### config.mk
export PLATFORM = sky130hd
export DESIGN_NAME = indent_lane_monitor
export DESIGN_NICKNAME = d
export VERILOG_FILES = /design/src/rtl/indent_lane_monitor.sv
export SDC_FILE = /design/constraint.sdc
export NUM_CORES = 1
export LEC_CHECK = 0
export ABC_AREA = 1
export ABC_CLOCK_PERIOD_IN_PS = 2200
export CORE_UTILIZATION = 35
export CTS_BUF_LIST = sky130_fd_sc_hd__clkbuf_4 sky130_fd_sc_hd__clkbuf_8
export CTS_CLUSTER_DIAMETER = 150
export DETAILED_ROUTE_END_ITERATION = 10
export DONT_BUFFER_PORTS = 1
export PLACE_DENSITY = 0.53
export SLEW_MARGIN = 20
export SYNTH_ARGS = -nofsm -noshare
export SYNTH_HDL_FRONTEND = slang
export SYNTH_SLANG_ARGS = --single-unit
### constraint.sdc
create_clock -name clk -period 2.2 [get_ports clk]
set_clock_uncertainty 0.2 [all_clocks]
set_input_delay 0.44 -clock clk [delete_from_list [all_inputs] [get_ports clk]]
set_output_delay 0.44 -clock clk [all_outputs]
set_load 0.05 [all_outputs]
### src/rtl/indent_lane_monitor.sv
// indent_lane_monitor: synchronises NUM_LANES asynchronous lane levels, counts
// their edges (saturating), and posts each edge as a single event on a
// valid/ready port. Lanes are served round-robin. A lane that sees a new edge
// while its previous edge is still waiting loses the new edge and raises a
// sticky overflow flag.
module indent_lane_monitor #(
  parameter int NUM_LANES   = 4,
  parameter int CNT_W       = 8,
  parameter int SYNC_STAGES = 2,
  localparam int LW         = (NUM_LANES > 1) ? $clog2(NUM_LANES) : 1
) (
  input  logic                       clk,
  input  logic                       rst_n,
  input  logic [NUM_LANES-1:0]       y_i,
  input  logic                       clr_i,
  output logic                       evt_valid_o,
  input  logic                       evt_ready_i,
  output logic [LW-1:0]              evt_lane_o,
  output logic                       evt_rise_o,
  output logic [NUM_LANES*CNT_W-1:0] cnt_o,
  output logic [NUM_LANES-1:0]       ovf_o
);

  logic [SYNC_STAGES-1:0][NUM_LANES-1:0] sync_q, sync_d;
  logic [NUM_LANES-1:0]                  prev_q, prev_d;
  logic [NUM_LANES-1:0]                  pend_q, pend_d;
  logic [NUM_LANES-1:0]                  pol_q, pol_d;
  logic [NUM_LANES-1:0]                  ovf_q, ovf_d;
  logic [NUM_LANES-1:0][CNT_W-1:0]       cnt_q, cnt_d;
  logic [LW-1:0]                         ptr_q, ptr_d;
  logic [LW-1:0]                         lane_q, lane_d;
  logic                                  valid_q, valid_d;
  logic                                  rise_q, rise_d;

  logic [NUM_LANES-1:0] sync_s;
  logic [NUM_LANES-1:0] edg;
  logic [NUM_LANES-1:0] drain;
  logic [LW-1:0]        gnt;
  logic [LW-1:0]        cand;
  logic                 found;
  logic                 load;
  int                   idx;

  // Input synchroniser chain plus previous-level register for edge detection.
  always_comb begin
    sync_d[0] = y_i;
    for (int k = 1; k < SYNC_STAGES; k++) begin
      sync_d[k] = sync_q[k-1];
    end
  end

  assign sync_s = sync_q[SYNC_STAGES-1];
  assign prev_d = sync_s;
  assign edg    = sync_s ^ prev_q;

  // Round-robin search: first pending lane at or after the pointer, wrapping.
  always_comb begin
    found = 1'b0;
    gnt   = '0;
    idx   = 0;
    cand  = '0;
    for (int i = 0; i < NUM_LANES; i++) begin
      idx  = (int'(ptr_q) + i) % NUM_LANES;
      cand = LW'(idx);
      if (!found && pend_q[cand]) begin
        found = 1'b1;
        gnt   = cand;
      end
    end
  end

  // The output register may take a new event when empty or when being accepted.
  assign load  = !valid_q || evt_ready_i;
  assign drain = (load && found) ? (NUM_LANES'(1) << gnt) : '0;

  // Output register and pointer update.
  always_comb begin
    valid_d = valid_q;
    lane_d  = lane_q;
    rise_d  = rise_q;
    ptr_d   = ptr_q;
    if (load) begin
      valid_d = found;
      if (found) begin
        lane_d = gnt;
        rise_d = pol_q[gnt];
        ptr_d  = (gnt == LW'(NUM_LANES - 1)) ? '0 : gnt + 1'b1;
      end
    end
  end

  // Per-lane pending slot, overflow flag and saturating counter.
  always_comb begin
    pend_d = pend_q;
    pol_d  = pol_q;
    ovf_d  = ovf_q;
    cnt_d  = cnt_q;
    for (int n = 0; n < NUM_LANES; n++) begin
      if (drain[n]) begin
        pend_d[n] = 1'b0;
      end
      if (edg[n]) begin
        // A slot being drained this cycle is free for the new edge.
        if (!pend_q[n] || drain[n]) begin
          pend_d[n] = 1'b1;
          pol_d[n]  = sync_s[n];
        end else begin
          ovf_d[n] = 1'b1;
        end
      end
      // Clear wins over a same-cycle edge; the event itself is still posted.
      if (clr_i) begin
        cnt_d[n] = '0;
        ovf_d[n] = 1'b0;
      end else if (edg[n] && (cnt_q[n] != '1)) begin
        cnt_d[n] = cnt_q[n] + 1'b1;
      end
    end
  end

  // State registers.
  always_ff @(posedge clk or negedge rst_n) begin
    if (!rst_n) begin
      sync_q  <= '0;
      prev_q  <= '0;
      pend_q  <= '0;
      pol_q   <= '0;
      ovf_q   <= '0;
      cnt_q   <= '0;
      ptr_q   <= '0;
      lane_q  <= '0;
      valid_q <= 1'b0;
      rise_q  <= 1'b0;
    end else begin
      sync_q  <= sync_d;
      prev_q  <= prev_d;
      pend_q  <= pend_d;
      pol_q   <= pol_d;
      ovf_q   <= ovf_d;
      cnt_q   <= cnt_d;
      ptr_q   <= ptr_d;
      lane_q  <= lane_d;
      valid_q <= valid_d;
      rise_q  <= rise_d;
    end
  end

  assign evt_valid_o = valid_q;
  assign evt_lane_o  = lane_q;
  assign evt_rise_o  = rise_q;
  assign cnt_o       = cnt_q;
  assign ovf_o       = ovf_q;

endmodule

; After elaboration in Yosys (flattened, before gate mapping)
; Cells that the tools add are included.
[totals]
ff_bits = 62
out_inout_bits = 40
wordCells = 134
[op_classes]
addsub = 8
n_lt_le_gt_ge = 5
eq_ne = 9
shifts = 1
n_mux = 52
bitwise = 1
reduce_logical = 38
[op_table]
columns = op, n
row1 = $mux W8, 8
row2 = $mux W1, 33
row3 = $add A8 B1 Y8 const B, 4
row4 = $ne A8 B8 Y1 const B, 4
row5 = $reduce_and A2 Y1, 9
row6 = $reduce_bool A2 Y1, 8
row7 = $lt A2 B3 Y1 const B, 5
row8 = $bmux W1 S2, 5
row9 = $mux W2, 5
row10 = $logic_and A1 B1 Y1, 8
row11 = $logic_not A1 Y1, 8
row12 = $ne A2 B2 Y1 const B, 4
row13 = $logic_or A1 B1 Y1, 5
row14 = $add A2 B1 Y2 const B, 2
row15 = $add A2 B2 Y2 const B, 2
row16 = $mux W4, 1
row17 = $shl A1 B2 Y4 const A, 1
row18 = $xor A4 B4 Y4, 1
row19 = $eq A2 B2 Y1 const B, 1

; Depth between registers and ports, before layout
[depth]
depth_word = 18
depth_mapped = 17
mapped_depth_nobuf = 16

; Worst setup path before layout
; OpenSTA, ideal clock, no wires.
[synth_timing]
kind = flip-flop to flip-flop
from = register ptr_q[0]
to = register ovf_q[2], in the netlist ovf_o[2]
setup_ns = 0.119
arrival_ns = 1.797
required_time_ns = 1.881
slack_ns = 0.084
stages_incl_launch_ff = 16
n_path_buf = 1
cell_sequence = dfrtp_1 > inv_1 > buf_6 > nand2_2 > nand3_1 > nand2_2 > nor2_4 > nand3_1 > nand3_1 > nand2_1 > inv_1 > ha_1 > inv_1 > o21ai_2 > nor2_1 > o21a_1
[synth_via]
elab_chain_cells = 17
elab_cells_between_ends = 31
classes_between = add/sub (3) / eq/ne (1) / shift (1) / mux (17) / reduce/logical (9)
[synth_rtl]
columns = item, line
row1 = start: declaration, 30  ; logic [LW-1:0] ptr_q, ptr_d;
row2 = start signal: assignment, 141  ; ptr_q <= ptr_d;
row3 = branches (longest 11 deep; another with $add A2 B1 Y2), n/a
row4 = $mux W2 (*), 65  ; if (!found && pend_q[cand]) begin
row5 = net gnt[1], 38  ; logic [LW-1:0] gnt;
row6 = $shl A1 B2 Y4 (*), 74  ; assign drain = (load && found) ? (NUM_LANES'(1) << gnt) : '0;
row7 = $mux W4 (*), 74
row8 = $logic_or A1 B1 Y1 (*), 104  ; if (!pend_q[n] || drain[n]) begin
row9 = $ne A2 B2 Y1 (no source line) (*), n/a
row10 = $reduce_and A2 Y1 (no source line) (*), n/a
row11 = end signal: assignment, 139  ; ovf_q <= ovf_d;
row12 = end: declaration, 28  ; logic [NUM_LANES-1:0] ovf_q, ovf_d;
; Mark *: on every way through the listed nets, which the timed path passes. The select of a mux whose other input is x is not followed.
; A chain may end at the register's enable or synchronous reset.

; Worst setup path in the final report
[layout_timing]
from = register ptr_q[0]
to = register pol_q[2]
[layout_via]
elab_chain_cells = 16
elab_cells_between_ends = 30
classes_between = add/sub (3) / shift (1) / mux (17) / reduce/logical (9)
[layout_rtl]
columns = item, line
row1 = branches (longest 11 deep; another with $add A2 B1 Y2), n/a
row2 = $mux W2 (*), 65
row3 = net gnt[1], 38
row4 = $shl A1 B2 Y4 (*), 74
row5 = $mux W4 (*), 74
row6 = $logic_or A1 B1 Y1 (*), 104
row7 = $reduce_and A2 Y1 (no source line) (*), n/a
row8 = end signal: assignment, 138  ; pol_q <= pol_d;
row9 = end: declaration, 27  ; logic [NUM_LANES-1:0] pol_q, pol_d;
; Marks and branches as above.

==> metrics.md <==
| Metric | Value |
|---|---|
| Worst flop-to-flop path endpoint | `pol_q[2]` |
| FF-to-FF setup slack | `-0.02 ns` |
| Post-Syn Area | `about 0.0031 mm²` |
| CTS Buffer Depth | `2` |
| Initial core utilization | `0.3666` |
| Drt pass-1 iters | `4` |
| Sink Count | `slightly above 60` |
| Root Buffer | `clkbuf_8` |
| Die Y | `around 95 µm` |
| First-pass GRT wire length | `11.61 mm` |
| Worst R2R Start | `ptr_q[0]` |
| Gr ovfl total | `0` |
| CTS clk-pin slew, worst paths | `0.07 ns` |
| Crit path top cell by count | `nand2_4` |
| Port Buffer Count | `0` |
| Routed WL per cell | `approximately 13 µm` |
| DPL Wire Length | `about 4.8 mm` |
| Slowest CP cell | `dfrtp_1` |
| Vias in the first global route | `~2500` |
| Core Rows | `33` |
| Nets | `~450` |
| Seq cells post-synth | `just over 60` |
| Overall power | `between 0.004 and 0.005 W` |
| Hold path depth | `0` |
| Period minus WS final | `2.218 ns` |
| Hold WC Path Type | `register to register` |
| H-tree lvl count | `3` |
| Fmax | `between 400 and 500 MHz` |
| Total core area | `about 0.0083 mm²` |
| N_diodes | `0` |
| DR DRC count | `0` |
| Initial antenna violation count | `0` |
| GP Congestion | `roughly 0.8` |
| Max Slew Vio Count | `0` |
| Die Area | `0.009115 mm²` |
| IO Count | `48` |
| Layout Utilization | `0.4863` |
| Unrepaired setup endpoints after global routing | `yes` |
| Ys Warns | `0` |
| Total GRT Usage | `0.1670` |
| Reg2reg path depth | `16` |
| Synth-to-layout area growth | `32.65%` |
| CTS Buf Count | `9` |
| CP delay by family, top | `simple AND/OR/NAND/NOR gates` |
| Worst-skew pair later-pin latency | `~0.33 ns` |
| Failing checks | `negative setup slack` |
| Setup violators final | `2` |
| Slowest stage delay, CP | `roughly 0.4 ns` |
| Fin. Hold Viols | `0` |
| Initial DRC Count | `approximately 130` |
| Hold_sp | `sync_d[5]` |
| Worst vdd ir | `502.6 µV` |
| Final Instance Area | `~0.004 mm²` |
| Seq/Total Area, Yosys | `0.5074` |
| Count of cell types in the netlist | `32` |
| Max-cap violations | `0` |
| Setup CP Type | `register to register` |
| Syn Area/Cell | `8.378 µm²` |
| Routed WL | `around 6.9 mm` |
| Syn_nets | `between 300 and 400` |
| CP Launch Type | `register` |
| DP Area | `0.003525 mm²` |
| Max-slew headroom | `0.6118` |
| Worst EP arrival | `2.24 ns` |
| Status | `finished with violations` |
| Mapped Cells | `~370` |
| CTS tree | `done` |
| Setup WS post-layout | `-0.01783 ns` |
| Crit path max fanout | `6` |
| Die width | `roughly 95 µm` |
| Largest net degree at the start of global routing | `63` |
| Pwr Density | `around 1200 mW/mm²` |
| Leakage power | `1.993 nW` |
| Critical Path End Type | `register` |
| Via density per instance | `between 4 and 5` |
| WHS Endpoint | `prev_d[1]` |
| Cell-by-cell trace of the critical path | `inv_2, buf_6, nand2_4, nand3_4, nand2_4, nor2_4, nand3_2, nand3_2, nand2_4, inv_4, ha_4, inv_2, o21ai_4, inv_1, o21ai_1, nand2_1` |
| DR vias | `2584` |
| Final period util | `1.008` |
| Layout cells sized above 1 | `0.2864` |
| Worst-Margin Slew | `about 0.58 ns` |
| Antenna Nets Post-Route | `0` |
| Worst path required time | `between 2 and 2.5 ns` |
| Setup TNS Final | `-0.03099 ns` |
| CP Buf/Inv Count | `5` |
-- cells in the mapped netlist (all sizes together) --
cell type  instances  area (µm²)
a31oi              1       6.260
dfrtp             62        1551
nor3               8       40.04
xnor2              2       17.52
o21a               4       30.03
nand4              5       31.28
a221oi             2       17.52
a21oi             24       120.1
ha                 8       100.1
nand2            103       447.9
inv               53       204.0
o21ai             29       152.7
buf                2       18.77
xor2               2       17.52
a211oi             1       7.510
nand3             28       162.7
nor2              26       107.6
clkbuf             3       11.26
nor4               1       6.260
nor3b              1       7.510
-- stage by stage --
stage | setup WS (ns) | hold WS (ns) | instances
after floorplan | 0.08381 | -0.05559 | 365
after global placement | -0.07908 | -0.05403 | 512
after detailed placement | -0.1598 | -0.05394 | 512
after CTS | -0.01744 | 0.1516 | 544
after global routing | -0.1721 | 0.1530 | 545
final | -0.01783 | 0.1479 | 545
-- layout by cell type (no fill, tap or decap), drive strengths merged --
cell,n
nand2,103
nand3,28
nor2,26
nor4,1
ha,8
xnor2,2
nor3,8
nand4,5
nor3b,1
dlygate4sd3,6
clkbuf,9
o21a,4
a31oi,1
dfrtp,62
xor2,2
a211oi,1
inv,53
clkinvlp,1
buf,58
clkinv,6
o21ai,29
a221oi,2
a21oi,24
-- layout make-up --
class / count / area, µm²
clock buffer: 9 / 123.9
multi-input combinational: 245 / 1453
tap: 105 / 131.4
fill: 827 / 4284
clock inverter: 7 / 41.29
timing repair buffer: 64 / 546.8
inverter: 53 / 209.0
sequential: 62 / 1551
-- routing by layer --
metal / wire (µm) / track usage / vias to the layer above
li1: - / - / 1317
met1: 3179 / 0.2137 / 1220
met2: 3387 / 0.2702 / 39
met3: 256 / 0.03668 / 8
met4: 95 / 0.07463 / 0
met5: 0 / 0 / -
-- how the worst max path moves through the flow --
stage / from / to / slack (ns) / depth (start not counted)
6_report: ptr_q[0] / pol_q[2] / -0.02 / 16
4_1_cts: ptr_q[0] / pol_q[2] / -0.02 / 16
3_5_place_dp: ptr_q[0] / pol_q[2] / -0.16 / 15
5_1_grt: ptr_q[0] / pol_q[2] / -0.17 / 17
3_3_place_gp: ptr_q[0] / pol_q[2] / -0.08 / 15
2_1_floorplan: ptr_q[0] / ovf_o[2] / 0.08 / 15
-- kinds of logic (layout without fill, tap and decap cells) --
| kind of cell | count (synthesis) | in the layout | synth area share |
|---|---|---|---|
| XOR/XNOR | 4 | 4 | 0.01146 |
| AO/OA/AOI/OAI | 61 | 61 | 0.1093 |
| adder cells (fa/ha/maj) | 8 | 8 | 0.03273 |
| buffers and inverters | 58 | 133 | 0.07652 |
| AND/OR/NAND/NOR | 172 | 172 | 0.2627 |
| flip-flops | 62 | 62 | 0.5074 |
-- timing repair --
action | CTS | global route
gates resized for setup | 39 | 16
pin swaps | 18 | 5
endpoints found under the hold margin | 76 | 0
endpoints found under the setup margin | 9 | 13
hold buffers | 7 | 0
setup buffers | 9 | 1
-- report_power, final --
| group | internal, W | switching (W) | leakage, nW |
|---|---|---|---|
| logic | 0.00110 | 0.00143 | 1.11 |
| clock network | 0.000399 | 0.000437 | 0.0885 |
| registers | 0.00131 | 0.000315 | 0.790 |
| total | 0.00281 | 0.00219 | 1.99 |
-- state kept, by name, summed over array words and instances (netlist names) --
register and flops:
ptr_q 2, evt_lane_o 2, evt_rise_o 1, cnt_o 32, ovf_o 4, prev_q 4
sync_d 4, evt_valid_o 1, prev_d 4, pol_q 4, pend_q 4
Note: power is estimated with default switching activity, not from simulation.
==> patch: new RTL, same settings <==
Set the parameter `NUM_LANES` to 2 (it was 4).
--- a/src/rtl/indent_lane_monitor.sv
+++ b/src/rtl/indent_lane_monitor.sv
@@ -4,7 +4,7 @@
 // while its previous edge is still waiting loses the new edge and raises a
 // sticky overflow flag.
 module indent_lane_monitor #(
-  parameter int NUM_LANES   = 4,
+  parameter int NUM_LANES   = 2,
   parameter int CNT_W       = 8,
   parameter int SYNC_STAGES = 2,
   localparam int LW         = (NUM_LANES > 1) ? $clog2(NUM_LANES) : 1
Interface: changed (resized cnt_o, evt_lane_o, ovf_o and y_i); port bits go from 48 to 27. The function was not compared with the original's and may differ.
==> patch against the unedited design <==
  * Count of clock-buffer cells in the layout decreased by 2
  * Power down 69%
  * Design area is 54% lower
  * First-iteration DRC count down 42%
  * Global-route usage down 1.0 points
  * Sequential cell count is 30 lower
  * Worst setup slack improved by 0.56 ns
  * Area after synthesis is 49% lower
  * Clock power down 42%
  * Routed wire length down 55%
==> patch: results (changes against the unedited design) <==
\begin{tabular}{lr}
\hline
Metric & Value \\
\hline
\multicolumn{2}{l}{\textbf{Detailed routing}} \\
\quad Wire length per cell & 11.3 µm (-11\%) \\
\quad Number of DRC markers after the initial detailed-route iteration & 77 (-42\%) \\
\multicolumn{2}{l}{\textbf{Final layout}} \\
\quad Number of flip-flops under the largest register name & 16 (-50\%) \\
\quad Fraction of final layout cells sized beyond drive strength 1 & 17.9\% (-11 points) \\
\quad Count of nets after finishing & 231 (-49\%) \\
\multicolumn{2}{l}{\textbf{Power and ir drop}} \\
\quad Static power due to leakage & 0.000994 µW (-50\%) \\
\quad Share of total power consumed by net switching & 34.4\% (-9.4 points) \\
\multicolumn{2}{l}{\textbf{Synth}} \\
\quad Post-synthesis sequential area ratio & 51.6\% (+0.88 points) \\
\quad Top cell types by occurrence after synthesis & sky130\_fd\_sc\_hd\_\_nand2\_1, sky130\_fd\_sc\_hd\_\_dfrtp\_1, sky130\_fd\_sc\_hd\_\_nand3\_1, sky130\_fd\_sc\_hd\_\_nor2\_1, sky130\_fd\_sc\_hd\_\_inv\_1 \\
\quad Number of distinct library cells after synthesis & 21 (-34\%) \\
\multicolumn{2}{l}{\textbf{Critical path}} \\
\quad Worst R2R Path Depth & 7 (-9) \\
\quad Crit Reg-Reg Endpoint & cnt\_o[0]\$\_DFFE\_PN0P\_ \\
\quad Setup slack on the worst flop-to-flop path & 0.55 ns (+0.56 ns) \\
\quad Source of the critical timing path & cnt\_o[4]\$\_DFFE\_PN0P\_ \\
\multicolumn{2}{l}{\textbf{Placed design}} \\
\quad Routability congestion estimate from global placement & 0.818 (+4.9\%) \\
\quad DP Area & 1720 µm² (-51\%) \\
\quad Estimated wirelength of the detail-placed design & 2250 µm (-53\%) \\
\multicolumn{2}{l}{\textbf{GRT}} \\
\quad Met2 capacity usage during global routing & 26.0\% (-1.0 points) \\
\quad Global-route track usage on met3 & 5.10\% (+1.4 points) \\
\quad Number of global-route vias before repair & 1217 (-52\%) \\
\multicolumn{2}{l}{\textbf{CTS}} \\
\quad Number of levels the H-tree was split into & 2 (-1) \\
\quad Resized cells post-CTS & 0 (-100\%) \\
\quad Latest clock arrival within the worst-skew pair & 0.28 ns (-0.05 ns) \\
\multicolumn{2}{l}{\textbf{Worst hold path}} \\
\quad Endpoint of the worst hold-timing path & ovf\_o[0]\$\_DFFE\_PN0P\_ \\
\quad Worst hold path startpoint & clr\_i \\
\quad Hold crit path type & in2reg \\
\multicolumn{2}{l}{\textbf{Run status}} \\
\quad Status & finished, final reports clean \\
\multicolumn{2}{l}{\textbf{Timing}} \\
\quad Measured slew at the worst slew-check pin & 0.568 ns (-0.00922 ns) \\
\hline
\end{tabular}
-- patch: area by class of cell --
cell class / instances / area, µm²
Clock buffer: 7 / 90.1
Inverter: 27 / 105
Timing Repair Buffer: 20 / 173
Tap cell: 50 / 62.6
Fill cell: 420 / 2240
Sequential cell: 32 / 801
Multi-Input combinational cell: 137 / 641
Clock inverter: 1 / 7.51
-- patch: kinds of logic after synthesis --
| logic type | synth area share [%] |
|---|---|
| flip-flops | 51.6 |
| adder cells (fa/ha/maj) | 1.61 |
| AO/OA/AOI/OAI | 2.50 |
| AND/OR/NAND/NOR | 33.3 |
| buffers and inverters | 7.10 |
| XOR/XNOR | 3.87 |
-- patch: worst max-delay path: stages, from the launching register on --
cell	delay (ns)
sky130_fd_sc_hd__dfrtp_1	0.70
sky130_fd_sc_hd__nand2_1	0.10
sky130_fd_sc_hd__nor2_1	0.11
sky130_fd_sc_hd__nand2_1	0.09
sky130_fd_sc_hd__nand2_2	0.11
sky130_fd_sc_hd__clkinv_2	0.09
sky130_fd_sc_hd__nand3_1	0.09
sky130_fd_sc_hd__o21ai_2	0.06
-- patch: layer usage --
metal / share of wire, % / vias to the layer above
met5: 0 / -
met4: 2.1 / 0
met3: 5.6 / 7
met2: 47 / 32
met1: 45 / 616
li1: - / 660
-- patch: how the worst max path moves through the flow --
stage,end,cells past startpoint
6_report,cnt_o[0]$_DFFE_PN0P_,7
5_1_grt,pol_q[1]$_DFFE_PN0P_,8
4_1_cts,pol_q[1]$_DFFE_PN0P_,8
3_5_place_dp,pol_q[1]$_DFFE_PN0P_,8
3_3_place_gp,cnt_o[4]$_DFFE_PN0P_,8
2_1_floorplan,cnt_o[0]$_DFFE_PN0P_,8
-- patch: power groups by stage --
stage / Sequential [µW] / Combinational [µW] / Clock (µW)
floorplan: 841 / 160 / 0
global placement: 821 / 234 / 0
detailed placement: 824 / 239 / 0
CTS: 813 / 261 / 498
global route: 820 / 296 / 525
finish: 811 / 258 / 481
-- patch: stage by stage --
stage / utilization, % / std cells / total power [µW] / hold WS (ns) / worst slack (ns)
floorplan: - / 197 / 1000 / -0.0556 / 0.401
global placement: 41.8 / 261 / 1060 / -0.0548 / 0.590
detailed placement: 41.8 / 261 / 1060 / -0.0549 / 0.550
CTS: 45.4 / 273 / 1570 / 0.00160 / 0.533
global route: 45.7 / 274 / 1640 / 0.000806 / 0.387
finish: 45.7 / 274 / 1550 / 0.0112 / 0.546
-- patch: timing repair --
action                                 CTS  global route
endpoints found under the hold margin   34             1
setup buffers                            0             0
hold buffers                             4             1
